## config.mk

```make
export PLATFORM = sky130hd
export DESIGN_NAME = fifo_stream_reader_flat
export DESIGN_NICKNAME = d
export VERILOG_FILES = /design/src/rtl/fifo_stream_reader_if.sv /design/src/rtl/fifo_stream_reader.sv /design/src/flat_wrapper.sv
export SDC_FILE = /design/constraint.sdc
export NUM_CORES = 1
export LEC_CHECK = 0
export BUFFER_PORTS_ARGS = -buffer_cell sky130_fd_sc_hd__buf_2
export CORE_UTILIZATION = 48
export CTS_CLUSTER_DIAMETER = 50
export DETAILED_ROUTE_END_ITERATION = 8
export GPL_TIMING_DRIVEN = 0
export PLACE_DENSITY = 0.83
export SLEW_MARGIN = 20
export SYNTH_ARGS = -nofsm -noshare
export SYNTH_HDL_FRONTEND = slang
export SYNTH_SLANG_ARGS = --single-unit
```

## constraint.sdc

```tcl
create_clock -name clock -period 4.65 [get_ports clock]
set_clock_uncertainty 0.1 [all_clocks]
set_input_delay 0.6975 -clock clock [delete_from_list [all_inputs] [get_ports clock]]
set_output_delay 0.6975 -clock clock [all_outputs]
set_load 0.03 [all_outputs]
```

## src/rtl/fifo_stream_reader_if.sv

```systemverilog
// Read-side bundle between a registered-read FIFO, its stream reader and the egress sink.
// master = reader (drives FIFO strobe and stream outputs), slave = FIFO/sink side.
interface fifo_stream_reader_if #(
  parameter int DATA_WIDTH = 16
);
  logic                  fifo_read_enable;
  logic [DATA_WIDTH-1:0] fifo_read_data;
  logic                  fifo_read_data_valid;
  logic                  fifo_empty;
  logic                  m_valid;
  logic                  m_ready;
  logic [DATA_WIDTH-2:0] m_data;
  logic                  m_last;

  modport master (
    output fifo_read_enable,
    input  fifo_read_data,
    input  fifo_read_data_valid,
    input  fifo_empty,
    output m_valid,
    input  m_ready,
    output m_data,
    output m_last
  );

  modport slave (
    input  fifo_read_enable,
    output fifo_read_data,
    output fifo_read_data_valid,
    output fifo_empty,
    input  m_valid,
    output m_ready,
    input  m_data,
    input  m_last
  );
endinterface

```

## src/rtl/fifo_stream_reader.sv

```systemverilog
// Drains a registered-read FIFO into a valid/ready stream through a 2-entry skid buffer.
// Optional FIFO_STREAM_READER_STATS_EN adds word_count/packet_count outputs.
//
// state | meaning
// IDLE  | no reads; buffered words still drain to the sink
// RUN   | reads issued while space (count + in-flight) allows
// FLUSH | no reads, no output; buffer cleared once no read is in flight
module fifo_stream_reader #(
  parameter int DATA_WIDTH = 16,
  parameter int SKID_DEPTH = 2
) (
  input  logic                clock,
  input  logic                reset,
  input  logic                enable,
  input  logic                flush,
  output logic                busy,
`ifdef FIFO_STREAM_READER_STATS_EN
  output logic [31:0]         word_count,
  output logic [31:0]         packet_count,
`endif
  fifo_stream_reader_if.master bus
);

  localparam logic [1:0] IDLE  = 2'd0;
  localparam logic [1:0] RUN   = 2'd1;
  localparam logic [1:0] FLUSH = 2'd2;

  logic [1:0]            state;
  logic [1:0]            state_next;
  logic [1:0]            count;
  logic                  pending;
  logic                  head;
  logic                  tail;
  logic [DATA_WIDTH-1:0] buffer [2];

  logic                  pop;
  logic                  capture;
  logic                  read_enable;
  logic [2:0]            occupancy;

  assign pop       = bus.m_valid && bus.m_ready;
  // Space check counts the word already in flight and credits this cycle's pop.
  assign occupancy = {1'b0, count} + {2'b00, pending} - {2'b00, pop};

  assign read_enable = (state == RUN) && !bus.fifo_empty && !flush
                       && (occupancy < 3'(SKID_DEPTH));
  assign bus.fifo_read_enable = read_enable;

  // read_data_valid is sticky in the FIFO, so only trust it when we asked for data.
  assign capture = pending && bus.fifo_read_data_valid && !flush && (state != FLUSH);

  assign bus.m_valid = (count != 2'd0) && (state != FLUSH);
  assign bus.m_data  = buffer[head][DATA_WIDTH-2:0];
  assign bus.m_last  = buffer[head][DATA_WIDTH-1];
  assign busy        = (state != IDLE) || (count != 2'd0) || pending;

  always_comb begin
    state_next = state;
    if (flush) begin
      state_next = FLUSH;
    end else begin
      case (state)
        IDLE:    if (enable) state_next = RUN;
        RUN:     if (!enable) state_next = IDLE;
        FLUSH:   if (!pending) state_next = enable ? RUN : IDLE;
        default: state_next = IDLE;
      endcase
    end
  end

  always_ff @(posedge clock) begin
    if (reset) begin
      state     <= IDLE;
      count     <= 2'd0;
      pending   <= 1'b0;
      head      <= 1'b0;
      tail      <= 1'b0;
      buffer[0] <= '0;
      buffer[1] <= '0;
    end else begin
      state   <= state_next;
      pending <= read_enable;
      if (state == FLUSH && !pending) begin
        count <= 2'd0;
        head  <= 1'b0;
        tail  <= 1'b0;
      end else begin
        if (capture) begin
          buffer[tail] <= bus.fifo_read_data;
          tail         <= ~tail;
        end
        if (pop) begin
          head <= ~head;
        end
        count <= count + {1'b0, capture} - {1'b0, pop};
      end
    end
  end

`ifdef FIFO_STREAM_READER_STATS_EN
  always_ff @(posedge clock) begin
    if (reset) begin
      word_count   <= 32'd0;
      packet_count <= 32'd0;
    end else if (pop) begin
      word_count <= word_count + 32'd1;
      if (bus.m_last) begin
        packet_count <= packet_count + 32'd1;
      end
    end
  end
`endif

`ifndef SYNTHESIS
  always @(posedge clock) begin
    if (!reset) begin
      assert (count <= 2'(SKID_DEPTH)) else $error("skid buffer overflow, count=%0d", count);
    end
  end
`endif

endmodule

```

## src/flat_wrapper.sv

```systemverilog
// flat-port wrapper written by rule: the top's interface ports become plain ports
module fifo_stream_reader_flat 
#(
  parameter int DATA_WIDTH = 16,
  parameter int SKID_DEPTH = 2
)
  (clock, reset, enable, flush, busy, bus_fifo_read_enable, bus_fifo_read_data, bus_fifo_read_data_valid, bus_fifo_empty, bus_m_valid, bus_m_ready, bus_m_data, bus_m_last);
  fifo_stream_reader_if #(.DATA_WIDTH(DATA_WIDTH)) bus_i ();
  input  logic clock;
  input  logic reset;
  input  logic enable;
  input  logic flush;
  output logic busy;
  output wire logic [$bits(bus_i.fifo_read_enable)-1:0] bus_fifo_read_enable;
  input wire logic [$bits(bus_i.fifo_read_data)-1:0] bus_fifo_read_data;
  input wire logic [$bits(bus_i.fifo_read_data_valid)-1:0] bus_fifo_read_data_valid;
  input wire logic [$bits(bus_i.fifo_empty)-1:0] bus_fifo_empty;
  output wire logic [$bits(bus_i.m_valid)-1:0] bus_m_valid;
  input wire logic [$bits(bus_i.m_ready)-1:0] bus_m_ready;
  output wire logic [$bits(bus_i.m_data)-1:0] bus_m_data;
  output wire logic [$bits(bus_i.m_last)-1:0] bus_m_last;
  assign bus_fifo_read_enable = bus_i.fifo_read_enable;
  assign bus_i.fifo_read_data = bus_fifo_read_data;
  assign bus_i.fifo_read_data_valid = bus_fifo_read_data_valid;
  assign bus_i.fifo_empty = bus_fifo_empty;
  assign bus_m_valid = bus_i.m_valid;
  assign bus_i.m_ready = bus_m_ready;
  assign bus_m_data = bus_i.m_data;
  assign bus_m_last = bus_i.m_last;
  fifo_stream_reader #(.DATA_WIDTH(DATA_WIDTH), .SKID_DEPTH(SKID_DEPTH)) u_core (.clock(clock), .reset(reset), .enable(enable), .flush(flush), .busy(busy), .bus(bus_i));
endmodule
```

After elaboration in Yosys (flattened, before gate mapping)
Memory sizes are Yosys's and may differ from the RTL's. A register that Yosys moved wholly into a read port is not among the register bits.
Cells that the tools add are included.
{"block": "op_classes", "eq_ne": 9, "add_sub_neg": 4, "bitwise_logic": 2, "n_lt_le_gt_ge": 1, "muxes": 17, "n_reduce_logical": 22}
{"operator": "16-bit two-way mux", "count": 1}
{"operator": "16-bit OR reduction", "count": 1}
{"operator": "1-bit two-way mux", "count": 11}
{"operator": "1-bit logical AND", "count": 9}
{"operator": "3-bit != test (second input constant)", "count": 3}
{"operator": "2-bit two-way mux", "count": 4}
{"operator": "2-bit != test (second input constant)", "count": 4}
{"operator": "2-bit one-hot mux with 3 select lines", "count": 1}
{"operator": "3-bit AND reduction", "count": 2}
{"operator": "2-bit nonzero test", "count": 2}
{"operator": "2-bit OR reduction", "count": 2}
{"operator": "2-bit by 1-bit adder with 3-bit output", "count": 1}
{"operator": "1-bit logical NOT", "count": 3}
{"operator": "3-bit by 2-bit less-than comparator with 1-bit output (second input constant)", "count": 1}
{"operator": "3-bit by 1-bit subtractor with 3-bit output", "count": 1}
{"operator": "2-bit by 1-bit adder with 2-bit output", "count": 1}
{"operator": "2-bit by 1-bit equality test with 1-bit output (second input constant)", "count": 1}
{"operator": "2-bit equality test (second input constant)", "count": 1}
{"operator": "2-bit logical NOT", "count": 1}
{"operator": "1-bit logical OR", "count": 2}
{"operator": "1-bit inverter", "count": 2}
{"operator": "2-bit by 1-bit subtractor with 2-bit output", "count": 1}
{"block": "word_totals", "reg_bits": 7, "n_memories": 1, "in_bits": 23, "ramBits": 32}
{"memory": "u_core.buffer", "words": 2, "width": 16, "read_ports": 1, "rd_ports_with_merged_regs": 1, "write_ports": 2, "line_no": "fifo_stream_reader.sv:34", "rtl": "logic [DATA_WIDTH-1:0] buffer [2];"}

Longest topological paths before layout
{"block": "logic_depth", "depth_word": 9, "depth_mapped": 10, "ltp_nobuf": 9}

Least setup slack after synthesis
OpenSTA, ideal clock, no wires.
{"block": "synth_timing", "path_type": "input to output", "from": "input bus_m_ready", "to": "output bus_fifo_read_enable", "stages": 8, "slack_ns": 1.730, "arrival_ns": 2.122, "t_required_ns": 3.853, "n_path_buf": 0, "path_cell_list": "inv_1 -> nor3_1 -> ha_1 -> inv_1 -> nand2_1 -> fa_1 -> xnor2_1 -> and3_1"}
{"block": "synth_via", "elab_chain_len": 4}
{"item": "start: declaration", "line_no": "flat_wrapper.sv:19", "rtl": "input wire logic [$bits(bus_i.m_ready)-1:0] bus_m_ready;"}
{"item": "1-bit logical AND", "line_no": "fifo_stream_reader.sv:41", "rtl": "assign pop = bus.m_valid && bus.m_ready;"}
{"item": "net u_core.pop", "line_no": "fifo_stream_reader.sv:36", "rtl": "logic pop;"}
{"item": "3-bit by 1-bit subtractor with 3-bit output", "line_no": "fifo_stream_reader.sv:43", "rtl": "assign occupancy = {1'b0, count} + {2'b00, pending} - {2'b00, pop};"}
{"item": "3-bit by 2-bit less-than comparator with 1-bit output", "line_no": "fifo_stream_reader.sv:46", "rtl": "&& (occupancy < 3'(SKID_DEPTH));"}
{"item": "1-bit logical AND", "line_no": "fifo_stream_reader.sv:46"}
{"item": "end: declaration", "line_no": "flat_wrapper.sv:14", "rtl": "output wire logic [$bits(bus_i.fifo_read_enable)-1:0] bus_fifo_read_enable;"}
The timed path passes the listed nets, and every way through them passes these cells.

Final worst setup path
{"block": "layout_timing", "from": "register u_core.state[1]", "to": "output bus_fifo_read_enable"}
{"block": "layout_via", "elab_chain_len": 6}
{"item": "start: declaration", "line_no": "fifo_stream_reader.sv:28", "rtl": "logic [1:0] state;"}
{"item": "start signal: assignment", "line_no": "fifo_stream_reader.sv:81", "rtl": "state <= state_next;"}
{"item": "2-bit != test", "line_no": "fifo_stream_reader.sv:52", "rtl": "assign bus.m_valid = (count != 2'd0) && (state != FLUSH);"}
{"item": "1-bit logical AND", "line_no": "fifo_stream_reader.sv:52"}
{"item": "1-bit logical AND", "line_no": "fifo_stream_reader.sv:41"}
{"item": "net u_core.pop", "line_no": "fifo_stream_reader.sv:36"}
{"item": "3-bit by 1-bit subtractor with 3-bit output", "line_no": "fifo_stream_reader.sv:43"}
{"item": "3-bit by 2-bit less-than comparator with 1-bit output", "line_no": "fifo_stream_reader.sv:46"}
{"item": "1-bit logical AND", "line_no": "fifo_stream_reader.sv:46"}
The timed path passes the listed nets, and every way through them passes these cells.

==> flow_metrics.tcl <==
set metrics [dict create \
    wl_per_cell_um 12.8 \
    coreArea_um2 3690 \
    syn-num-nets 183 \
    final_area_um2 2260 \
    critical_path.n_buffers_inverters 3 \
    worstPathMaxFanout 10 \
    worst_path_dominant_cell_family "adder cells" \
    max-cap-violations 0 \
    number_of_distinct_standard_cells_referenced_by_the_synthesized_netlist 24 \
    detail_route.first_pass.iterations 4 \
    seq_power_share_pct 51.0 \
    setup_slack_ns 1.43 \
    ys_seq_elements 40 \
    grt_first_pass_wirelength_um 5420 \
    final.setup.tns_ns 0 \
    cp_data_arrival_time_ns 2.42 \
    crit_chain "nor2b_1, buf_6, nor3_1, ha_1, inv_1, nand2_1, fa_1, xnor2_1, and3_1, buf_2" \
    setup.worst_path.class "flop to output pin" \
    port_buffers 41 \
    placed_cells_incl_taps 245 \
    cts_buffers 5 \
    number_of_setup_violations_in_the_final_report 0 \
    final_antenna_net_count 0 \
    h-tree-depth 2 \
    powerDensity_nw_per_um2 346 \
    holdBufCountCts 0 \
    fin_worst_hold_slack_ns 0.397 \
    post_detailed_placement_cell_area_um2 2130 \
    fmax_ghz 0.311 \
    power.static_leakage_nw 0.907 \
    grt_max_degree 17 \
    timing_max_transition_violations_final 0 \
    pre_cts_ws_ns 1.52 \
    critical_path.max_stage_delay_ns 0.38 \
    whs_path_depth 2 \
    timing.reg2reg.worst_path_depth 5 \
    peak_ir_drop_on_the_vdd_network_uv 227 \
    grt.overflow.total 0 \
    min_delay_path_class "flop to flop" \
    report.power.total_mw 0.781 \
    global_route.usage.total_pct 17.9 \
    worstSetupEndpointType "output pin" \
    post_route_cells_drive_above_1_share_pct 34.3 \
    syn-mean-instance-area_um2 11.9 \
    max-slew-margin-rel_pct 45.9 \
    clkLatencyLatePin_ns 0.29 \
    die_y_um 64.3 \
    comb_power_share_pct 7.4 \
    drt-total-wl_um 3240 \
    min_period_ns 3.22 \
    power.internal_mw 0.629 \
    dr_total_vias 1262 \
    switching_power_mw 0.153 \
    cts.reportedPaths.clkPinSlew_ns 0.07 \
    area_delta_synth_final_pct 21.2 \
    synth_sequential_area_ratio_pct 60.2 \
    grt_setup_unrepaired "no" \
    finalNetCount 231 \
    num_antenna_cells 0 \
    fin_cells 252 \
    netSwitchingFraction_pct 19.5 \
    drc_errors 0 \
    power.clock.fraction_pct 41.6 \
    cts.sink_count 40 \
    gpl.final_weighted_congestion 0.683 \
    postCtsResizedCells 0 \
    routed_via_density 5.01 \
    cp.depth 10 \
    io-pin-count 42 \
    die-area_um2 4130 \
    num_rows 22 \
    min_period_over_period_pct 69.2 \
    synth-warning-count 0 \
    worstMarginPinSlew_ns 0.811 \
    worst_path_max_delay_cell "fa_1" \
    grt_pass1_vias 1285 \
    start_kind "flop" \
    max-clock-path-buffers 2 \
    run_status "finished, final reports clean" \
    synth_cells 156 \
    synth.cell_area_um2 1860 \
    final_hold_viol_count 0 \
    die_x_um 64.3 \
    worst-endpoint-required_ns 3.85 \
    root_buf_cell "clkbuf_8" \
    starting_utilization_of_the_core_area_pct 50.5 \
    layout.core_utilization_pct 61.2 \
    grt_antenna_before_repair 0 \
    post_cts_setup_buffers 0 \
    drt_iter0_markers 74 \
    tritoncts_clock_tree "done" \
    dp.final_hpwl_um 2250 \
]
==> layout by cell type (no fill, tap or decap), types with 2 or more instances in the layout <==
cell type / n
clkbuf_8: 5
buf_6: 3
mux2_2: 16
and3_1: 2
nor2b_1: 2
a21oi_1: 4
inv_1: 7
nand2b_1: 18
bufinv_16: 2
edfxtp_1: 32
or4_1: 2
clkbuf_1: 4
nor2_1: 38
ha_1: 3
nor3_1: 3
o31ai_1: 2
buf_2: 42
nand2_1: 3
xnor2_1: 2
dfxtp_1: 8
==> worst min-delay path: stages, from the launching register on <==
cell and delay (ns):
dfxtp_1 0.31, o31ai_1 0.08, a21oi_1 0.06
==> cell type report <==
| type | instances | area [um2] |
|---|---|---|
| fill | 308 | 1430 |
| sequential | 40 | 1120 |
| multi-input combinational | 100 | 647 |
| timing repair buffer | 41 | 205 |
| clock buffer | 5 | 68.8 |
| buffer | 9 | 68.8 |
| clock inverter | 2 | 60.1 |
| tap | 48 | 60.1 |
| inverter | 7 | 26.3 |
==> cell families after synthesis <==
logic type	count (synthesis)	synth area share, %
and+or+nand+nor	70	18.5
DFF	40	60.2
buffers and inverters	16	5.10
muxes	16	9.67
AOI/OAI and AO/OA	8	2.55
adders and majority gates	4	3.09
xor gates and xnor gates	2	0.940
==> sequential cells by signal, summed over array words and instances, names as in the netlist, named ones only <==
name / flops
u_core.buffer: 32
u_core.head: 1
u_core.state: 2
u_core.count: 2
u_core.pending: 1
u_core.tail: 1
==> metal layers <==
layer  share of wire, %  vias up  GRT usage, %
met3                5.3        6          5.89
met1                 45      590          19.0
met4                1.7        0          7.22
met5                  0        -             0
li1                   -      629             -
met2                 49       37          32.1
==> synth_stat cells (all sizes together) <==
master,number,share of area (%)
nor3,3,0.81
or4b,1,0.74
o21ai,1,0.27
nor2,38,7.7
nand2b,18,6.0
a21oi,4,1.1
mux2,16,9.7
and3,2,0.67
fa,1,1.1
clkbuf,4,0.81
or4,2,0.81
nor2b,2,0.67
a21o,1,0.40
inv,7,1.4
xnor2,2,0.94
nand2,3,0.60
nor4b,1,0.47
edfxtp,32,52
ha,3,2.0
dfxtp,8,8.6
o31ai,2,0.81
buf,5,2.9
==> worst paths after layout <==
check	from	slack [ns]	endpoint
max reg2reg	u_core.state[1]	2.33	u_core.buffer[0][2]
min	u_core.head	0.40	flop
min reg2reg	u_core.head	0.40	flop
max	u_core.state[1]	1.43	bus_fifo_read_enable
==> power by group through the flow <==
| stage | logic (mW) | clock network [mW] | registers (mW) |
|---|---|---|---|
| after floorplan | 0.0364 | 0 | 0.405 |
| after global placement | 0.0573 | 0 | 0.406 |
| after detailed placement | 0.0577 | 0 | 0.407 |
| after CTS | 0.0580 | 0.326 | 0.399 |
| after global routing | 0.0624 | 0.346 | 0.400 |
| final | 0.0575 | 0.325 | 0.399 |
Power figures use the tool's default switching activity.
